===== src/rtl/irq_btn_ctrl.sv =====
// rtl/irq_btn_ctrl.sv - button/switch debouncer and interrupt controller on the PacoBlaze3 port bus
//
// Ports:
//   clk           system clock
//   rst_n         asynchronous active-low reset (released synchronously by the board reset logic)
//   btn_in        raw asynchronous button/switch inputs, active high
//   port_id       processor port address
//   write_strobe  processor write qualifier (one cycle)
//   read_strobe   processor read qualifier; reads have no side effects so it is not needed
//   out_port      processor write data
//   in_port       registered read data (LEVEL, PENDING, MASK, else 0)
//   interrupt     interrupt request to the processor
//   interrupt_ack one-cycle acknowledge from the processor
//
// Register map at BASE_ADDR + offset: 0 LEVEL (ro), 1 PENDING (ro), 2 MASK (rw), 3 CLEAR (wo, W1C).

module irq_btn_ctrl #(
    parameter int         WIDTH           = 8,
    parameter int         DEBOUNCE_CYCLES = 320000,
    parameter int         CNT_W           = 19,
    parameter logic [7:0] BASE_ADDR       = 8'h10
) (
    input  logic             clk,
    input  logic             rst_n,
    input  logic [WIDTH-1:0] btn_in,
    input  logic [7:0]       port_id,
    input  logic             write_strobe,
    input  logic             read_strobe,
    input  logic [7:0]       out_port,
    output logic [7:0]       in_port,
    output logic             interrupt,
    input  logic             interrupt_ack
);

    typedef enum logic [1:0] {
        ST_IDLE,
        ST_REQ,
        ST_SERVICE
    } state_t;

    logic [WIDTH-1:0] sync1, sync2, samp, level, level_prev;
    logic [WIDTH-1:0] pending, mask;
    logic [WIDTH-1:0] stable, rise, wdata, clr_bits;
    logic [CNT_W-1:0] cnt;
    logic             tick;
    logic             sel, wr_mask, wr_clear, req;
    logic [7:0]       in_port_nxt;
    state_t           state, state_nxt;
    logic             unused_ok;

    assign unused_ok = ^{read_strobe, out_port};

    assign tick     = (cnt == CNT_W'(DEBOUNCE_CYCLES - 1));
    assign sel      = (port_id[7:2] == BASE_ADDR[7:2]);
    assign wr_mask  = write_strobe && sel && (port_id[1:0] == 2'd2);
    assign wr_clear = write_strobe && sel && (port_id[1:0] == 2'd3);
    assign wdata    = out_port[WIDTH-1:0];
    assign clr_bits = wr_clear ? wdata : '0;

    // A bit is accepted only when two consecutive ticks saw the same value.
    assign stable   = ~(sync2 ^ samp);
    assign rise     = level & ~level_prev;
    assign req      = |(pending & mask);

    // Synchronizer, prescaler and debounce
    always_ff @(posedge clk or negedge rst_n) begin
        if (!rst_n) begin
            sync1      <= '0;
            sync2      <= '0;
            samp       <= '0;
            level      <= '0;
            level_prev <= '0;
            cnt        <= '0;
        end else begin
            sync1      <= btn_in;
            sync2      <= sync1;
            level_prev <= level;
            if (tick) begin
                cnt   <= '0;
                samp  <= sync2;
                level <= (level & ~stable) | (sync2 & stable);
            end else begin
                cnt <= cnt + CNT_W'(1);
            end
        end
    end

    // Pending/mask registers; a rising edge beats a simultaneous clear.
    always_ff @(posedge clk or negedge rst_n) begin
        if (!rst_n) begin
            pending <= '0;
            mask    <= '0;
        end else begin
            pending <= (pending & ~clr_bits) | rise;
            if (wr_mask) begin
                mask <= wdata;
            end
        end
    end

    // Read mux, registered every cycle regardless of read_strobe
    always_comb begin
        in_port_nxt = '0;
        if (sel) begin
            case (port_id[1:0])
                2'd0:    in_port_nxt[WIDTH-1:0] = level;
                2'd1:    in_port_nxt[WIDTH-1:0] = pending;
                2'd2:    in_port_nxt[WIDTH-1:0] = mask;
                default: in_port_nxt = '0;
            endcase
        end
    end

    always_ff @(posedge clk or negedge rst_n) begin
        if (!rst_n) begin
            in_port <= '0;
        end else begin
            in_port <= in_port_nxt;
        end
    end

    // Interrupt handshake
    always_ff @(posedge clk or negedge rst_n) begin
        if (!rst_n) begin
            state <= ST_IDLE;
        end else begin
            state <= state_nxt;
        end
    end

    // In REQ only the ack matters, so an ack coincident with a CLEAR write
    // still lands in SERVICE. SERVICE is left only by a CLEAR write.
    always_comb begin
        state_nxt = state;
        case (state)
            ST_IDLE:    if (req)           state_nxt = ST_REQ;
            ST_REQ:     if (interrupt_ack) state_nxt = ST_SERVICE;
            ST_SERVICE: if (wr_clear)      state_nxt = ST_IDLE;
            default:                       state_nxt = ST_IDLE;
        endcase
    end

    assign interrupt = (state == ST_REQ);

endmodule

===== config.mk =====
export PLATFORM = sky130hd
export DESIGN_NAME = irq_btn_ctrl
export DESIGN_NICKNAME = d
export VERILOG_FILES = /design/src/rtl/irq_btn_ctrl.sv
export SDC_FILE = /design/constraint.sdc
export NUM_CORES = 1
export LEC_CHECK = 0
export ABC_CLOCK_PERIOD_IN_PS = 2900
export CORE_MARGIN = 5
export CORE_UTILIZATION = 55
export DETAILED_ROUTE_END_ITERATION = 7
export GPL_TIMING_DRIVEN = 0
export PLACE_DENSITY = 0.83
export SLEW_MARGIN = 20
export SYNTH_ARGS = -nofsm -noshare
export SYNTH_HDL_FRONTEND = slang
export SYNTH_SLANG_ARGS = --single-unit

===== constraint.sdc =====
create_clock -name clk -period 2.9 [get_ports clk]
set_input_delay 0.725 -clock clk [delete_from_list [all_inputs] [get_ports clk]]
set_output_delay 0.725 -clock clk [all_outputs]
set_load 0.05 [all_outputs]

==> impl_metrics.py <==
metrics = {
    "clock_network": {
        "clock_latency_ns": 0.36,
        "clkSinkCount": 85,
        "cts_root_buf": "clkbuf_8",
        "cts_resized": 0,
        "htree_num_levels": 3,
        "cts_made_buffers": 9,
        "cts_tree": "done",
        "postCtsSetupBuffers": 0,
        "clkSlewWorstSetupHoldPaths_ns": 0.09,
        "clockBufferDepth": 2,
        "ctsHoldBuffers": 0,
    },
    "synth": {
        "synth_async_sr_flop_share_pct": 100,
        "synth_cell_type_count": 39,
        "syn_area_mm2": 0.00340,
        "avgSynthCellArea_um2": 11.9,
        "syn_nets": 315,
        "yosysMostFrequentCell": "dfrtp_1",
        "synthCells": 285,
        "synth.ff_latch_count": 85,
        "synth_area_leaders": "dfrtp_1 63%, mux2_2 4.0%, nor2_1 3.1%",
        "synth_top_flop_cell": "dfrtp_1",
        "synth_area_leader_cell": "dfrtp_1",
        "yosysWarnings": 0,
        "ys_seq_area_share_pct": 62.6,
        "synth_top_area_share_pct": 62.6,
        "synth_edf_count": 0,
        "netlist_top_cells_count": "85 x dfrtp_1, 28 x nor2_1, 22 x nand2_1",
    },
    "final_layout": {
        "utilization_pct": 67.9,
        "diodes": 0,
        "nets": 362,
        "area_growth_pct": 19.1,
        "fill_cells": 437,
        "drive_gt1_share_pct": 10.1,
    },
    "timing": {
        "worst_pin_slew_ns": 0.704,
        "rsz0062_at_grt": "no",
        "fin_setup_tns_ns": 0,
        "skew_ns": 0.0132,
        "period_needed_ns": 2.60,
        "timing.slew.headroom_pct": 53.1,
        "fmax_mhz": 385,
        "finalHoldViolations": 0,
        "slew_violations": 0,
        "timing.final.crit_share_pct": 89.6,
        "setup_viol": 0,
    },
    "floorplanning": {
        "core.rowCount": 28,
        "die_h_um": 88.6,
        "dieWidth_um": 88.6,
        "coreArea_mm2": 0.00596,
        "start_util_pct": 57.1,
        "ios": 38,
        "die_area_mm2": 0.00785,
    },
    "drt": {
        "drt_first_iter_violations": 135,
        "first_pass_iters": 4,
        "drc": 0,
        "wl_per_cell_um": 14.6,
        "ant_nets": 0,
        "wl_um": 6010,
        "vias": 2298,
        "vias_per_cell": 5.58,
    },
    "setup_path": {
        "crit_arrival_ns": 2.83,
        "cpPeakStageDelay_ns": 0.61,
        "reg2regPathDepth": 4,
        "cp_num_cells": 5,
        "r2r_start": "cnt[9]$_DFF_PN0_",
        "path_max_fanout": 9,
        "worstSetupPathType": "in -> reg",
        "critPathLaunchType": "input port",
        "r2r_setup_slack_ns": 0.61,
        "critPathBufInv": 1,
        "critPathSlowestCell": "nor3b_2",
        "worstSetupEndpoint": "mask[1]$_DFFE_PN0P_",
        "worstPathRequired_ns": 3.14,
        "r2r_end": "cnt[18]$_DFF_PN0_",
        "end_kind": "flip-flop",
        "worstPathCellList": "clkdlybuf4s50_1, nor4b_1, nand2_1, nor3b_2, mux2_2",
        "crit_family": "simple AND/OR/NAND/NOR gates",
        "crit_start": "port_id[5]",
    },
    "global_route": {
        "grtUsageTotal_pct": 17.2,
        "grt_pass1_vias": 2277,
        "grt_antenna_before_repair": 0,
        "grt_pass1_wl_um": 10200,
        "grt.overflow.total": 0,
        "grt_max_degree": 53,
    },
    "min_path": {
        "hold_class": "in -> async",
    },
    "placed_design": {
        "dp_hpwl_um": 4170,
        "portBuffers": 35,
        "gp_congestion": 0.858,
    },
    "status": {
        "status": "completed",
    },
    "flow_run": {
        "maxCapViolCount": 0,
    },
    "power_and_ir_drop": {
        "ir_worst_vdd_mv": 0.327,
        "p_leak_nw": 1.74,
        "p_per_area_mw_per_mm2": 506,
    },
}
metrics by stage:
step	power (mW)	hold WS, ns	area, um2	worst slack [ns]	instances
detailed placement	1.32	0.335	3870	-0.0442	396
finish	2.05	0.309	4050	0.301	412
floorplan	1.25	0.331	3400	0.681	285
global route	2.13	0.342	4050	0.182	412
global placement	1.31	0.332	3840	-1.76	395
CTS	2.07	0.321	4050	0.321	412
state kept, by name, summed over array words and instances, names as in the netlist, named ones only:
register    flops
mask            8
pending         8
cnt            19
state           2
in_port         8
sync2           8
samp            8
level_prev      8
sync1           8
worst min path at each step:
stage	start	to	slack, ns	cells after the start
after CTS	rst_n	pending[6]$_DFF_PN0_	0.32	1
after floorplan	sync1[0]$_DFF_PN0_	sync2[0]$_DFF_PN0_	0.33	0
after detailed placement	sync1[1]$_DFF_PN0_	sync2[1]$_DFF_PN0_	0.33	0
after global placement	sync1[6]$_DFF_PN0_	sync2[6]$_DFF_PN0_	0.33	0
after global routing	rst_n	pending[6]$_DFF_PN0_	0.34	1
final	rst_n	pending[6]$_DFF_PN0_	0.31	1
power breakdown:
part	internal, mW	total [mW]	switching, mW
clock	0.357	0.752	0.395
sequential	1.20	1.21	0.0103
combinational	0.0437	0.0833	0.0396
total	1.60	2.05	0.445
routing by layer:
metal | global-route usage [%] | wire (um) | vias up
met3 | 5.59 | 383 | 9
met4 | 7.55 | 98 | 0
met2 | 27.6 | 2870 | 58
li1 | - | - | 1098
met5 | 0 | 0 | -
met1 | 21.6 | 2660 | 1133
cells in the final DEF, fill, tap and decap left out, types with 2 or more instances in the layout:
master / n
or4_1: 5
clkbuf_1: 8
and3_1: 2
xor2_1: 4
o21ai_0: 16
nand2_1: 22
clkdlybuf4s50_1: 34
nor3_1: 4
clkinvlp_4: 2
dfrtp_1: 85
nand4_1: 3
clkbuf_8: 11
o211ai_1: 8
nand3_1: 6
xnor2_1: 11
nor2b_1: 3
a22o_1: 8
nor2_1: 28
mux2_1: 4
and4_1: 2
mux2i_1: 8
a22oi_1: 2
inv_1: 12
nor4_1: 4
mux2_2: 12
a21oi_1: 12
nand2b_1: 3
kinds of logic after synthesis:
group | count (synthesis) | synth area share, %
AOI/OAI and AO/OA | 50 | 9.35
xor gates and xnor gates | 15 | 3.87
adders and majority gates | 1 | 0.368
buffers and inverters | 20 | 2.47
DFF | 85 | 62.6
muxes | 24 | 7.66
and+or+nand+nor | 90 | 13.7
final cells by class:
type	instances	area, um2	area share (%)
Buffer	8	38.8	0.959
Multi-Input combinational cell	180	1190	29.3
Clock inverter	3	20.0	0.495
Tap cell	75	93.8	2.32
Inverter	12	45.0	1.11
Timing Repair Buffer	36	375	9.28
Clock buffer	13	159	3.93
Sequential cell	85	2130	52.6
(Power assumes the default switching activity.)
==> RTL change: new RTL, same settings <==
Set the parameter `CNT_W` to 27 (it was 19).
--- a/src/rtl/irq_btn_ctrl.sv
+++ b/src/rtl/irq_btn_ctrl.sv
@@ -19,3 +19,3 @@
     parameter int         DEBOUNCE_CYCLES = 320000,
-    parameter int         CNT_W           = 19,
+    parameter int         CNT_W           = 27,
     parameter logic [7:0] BASE_ADDR       = 8'h10
Formal check against the unedited RTL: same outputs for any inputs over 10 cycles, from zero or initial values and one cycle with rst_n low; that may be too few to reach the edited logic, so the function may still have changed.
==> RTL change against the unedited design <==
  * Routed wire length grew 18%
  * Design area grew 13%
  * Power grew 9.7%
  * Synthesized cell count increased by 13%
  * Sequential cell count is 8 higher
  * Worst setup slack better by 0.019 ns
  * Synthesized area up 14%
  * Critical endpoint is now mask[5]$_DFFE_PN0P_
  * Largest cell class unchanged
  * Largest power group unchanged
==> RTL change: results (changes against the unedited design) <==
* Worst slew margin at 0.354 (was 0.531)
* Part of the total power dissipated in combinational logic at 0.039 (was 0.041)
* Arithmetic-cell share of the synthesized area counting full adders, half adders and majority gates at 0.00322 (was 0.00368)
* Detailed placer's ending HPWL at 4940 um (was 4170 um)
* Share of the synthesized area in compound gates (AO/OA/AOI/OAI) at 0.0806 (was 0.0935)
* Routed len/inst at 15.2 um (was 14.6 um)
* Met3 Routed Length at 361 um (was 383 um)
* Sequential share of power at 0.589 (was 0.592)
* Xor/xnor cell area share of the yosys netlist at 0.0519 (was 0.0387)
* Cell variety after synth at 41 (was 39)
* Met1 capacity usage during global routing at 0.237 (was 0.216)
* Leakage dissipation at 1.99 nW (was 1.74 nW)
* Worst clock skew at 0.00988 ns (was 0.0132 ns)
* Top post-synthesis cells by count: sky130_fd_sc_hd__dfrtp_1, sky130_fd_sc_hd__nor2_1, sky130_fd_sc_hd__xnor2_1 (was sky130_fd_sc_hd__dfrtp_1, sky130_fd_sc_hd__nor2_1, sky130_fd_sc_hd__nand2_1)
* Post-Layout Inst Area at 4560 sq um (was 4050 sq um)
* Total track usage at 0.175 (was 0.172)
* Number of multi-input combinational cells at 209 (was 180)
* Non-clock buffer area fraction after layout at 0.0920 (was 0.102)
* First-pass GRT wire length at 12000 um (was 10200 um)
* Share of synthesized area spent on multiplexers at 0.0748 (was 0.0766)
* Flip-flop count of the largest register after layout at 27 (was 19)
* Wire length after detailed routing at 7110 um (was 6010 um)
* Met1 layer wirelength in the final routing at 3250 um (was 2660 um)
* Share of cell area taken by flip-flops and latches at 0.511 (was 0.526)
* Area of the multi-input gates at 1460 sq um (was 1190 sq um)
* Routed wire length on met2 at 3350 um (was 2870 um)
* Worst slack at placement at -0.0954 ns (was -0.0442 ns)
* Final Wtd Congestion at 0.821 (was 0.858)
* Tap cells at 96 (was 75)
* Met3 Use GR at 0.0337 (was 0.0559)
* Mean area per synthesized cell at 12.0 sq um (was 11.9 sq um)
* Fillcell total at 522 (was 437)
* Number of sequential cells at 93 (was 85)
* Iteration-0 DRC count of the detailed router at 183 (was 135)
* Global-route met2 utilization at 0.267 (was 0.276)
* Classification of the worst-slack hold path: reg2reg (was in2async)
* Inverters at 11 (was 12)
* Vias in the first global route at 2526 (was 2277)
* Clock network share of area at 0.0412 (was 0.0442)
* Overall via count from detail_route at 2620 (was 2298)
* Result of the run: finished clean (unchanged)
* Highest ir drop seen on vdd at 0.286 mV (was 0.327 mV)
* Post-synth net total at 352 (was 315)
* Cell total after placement at 454 (was 396)
* Share of post-route cells with drive strength above 1 at 0.113 (was 0.101)
-- RTL change: changes by cell type after synthesis, sizes merged, moves of 3 or more --
cell / delta
dfrtp: +8
o21ai: -13
nand2: -4
nor2: +17
xnor2: +8
o211ai: -8
a41oi: +8
nand4: +8
and4: +9
or4: -3
o21a: +8
-- RTL change: final timing paths --
kind | slack [ns] | endpoint | from | depth (start not counted)
max | 0.32 | mask[5]$_DFFE_PN0P_ | port_id[5] | 5
max in group asynchronous | 1.89 | in_port[1]$_DFF_PN0_ | rst_n | 2
min | 0.35 | sync2[1]$_DFF_PN0_ | sync1[1]$_DFF_PN0_ | 0
max reg2reg | 0.52 | samp[7]$_DFFE_PN0N_ | cnt[0]$_DFF_PN0_ | 6
min reg2reg | 0.35 | sync2[1]$_DFF_PN0_ | sync1[1]$_DFF_PN0_ | 0
min in group asynchronous | 0.37 | cnt[22]$_DFF_PN0_ | rst_n | 1
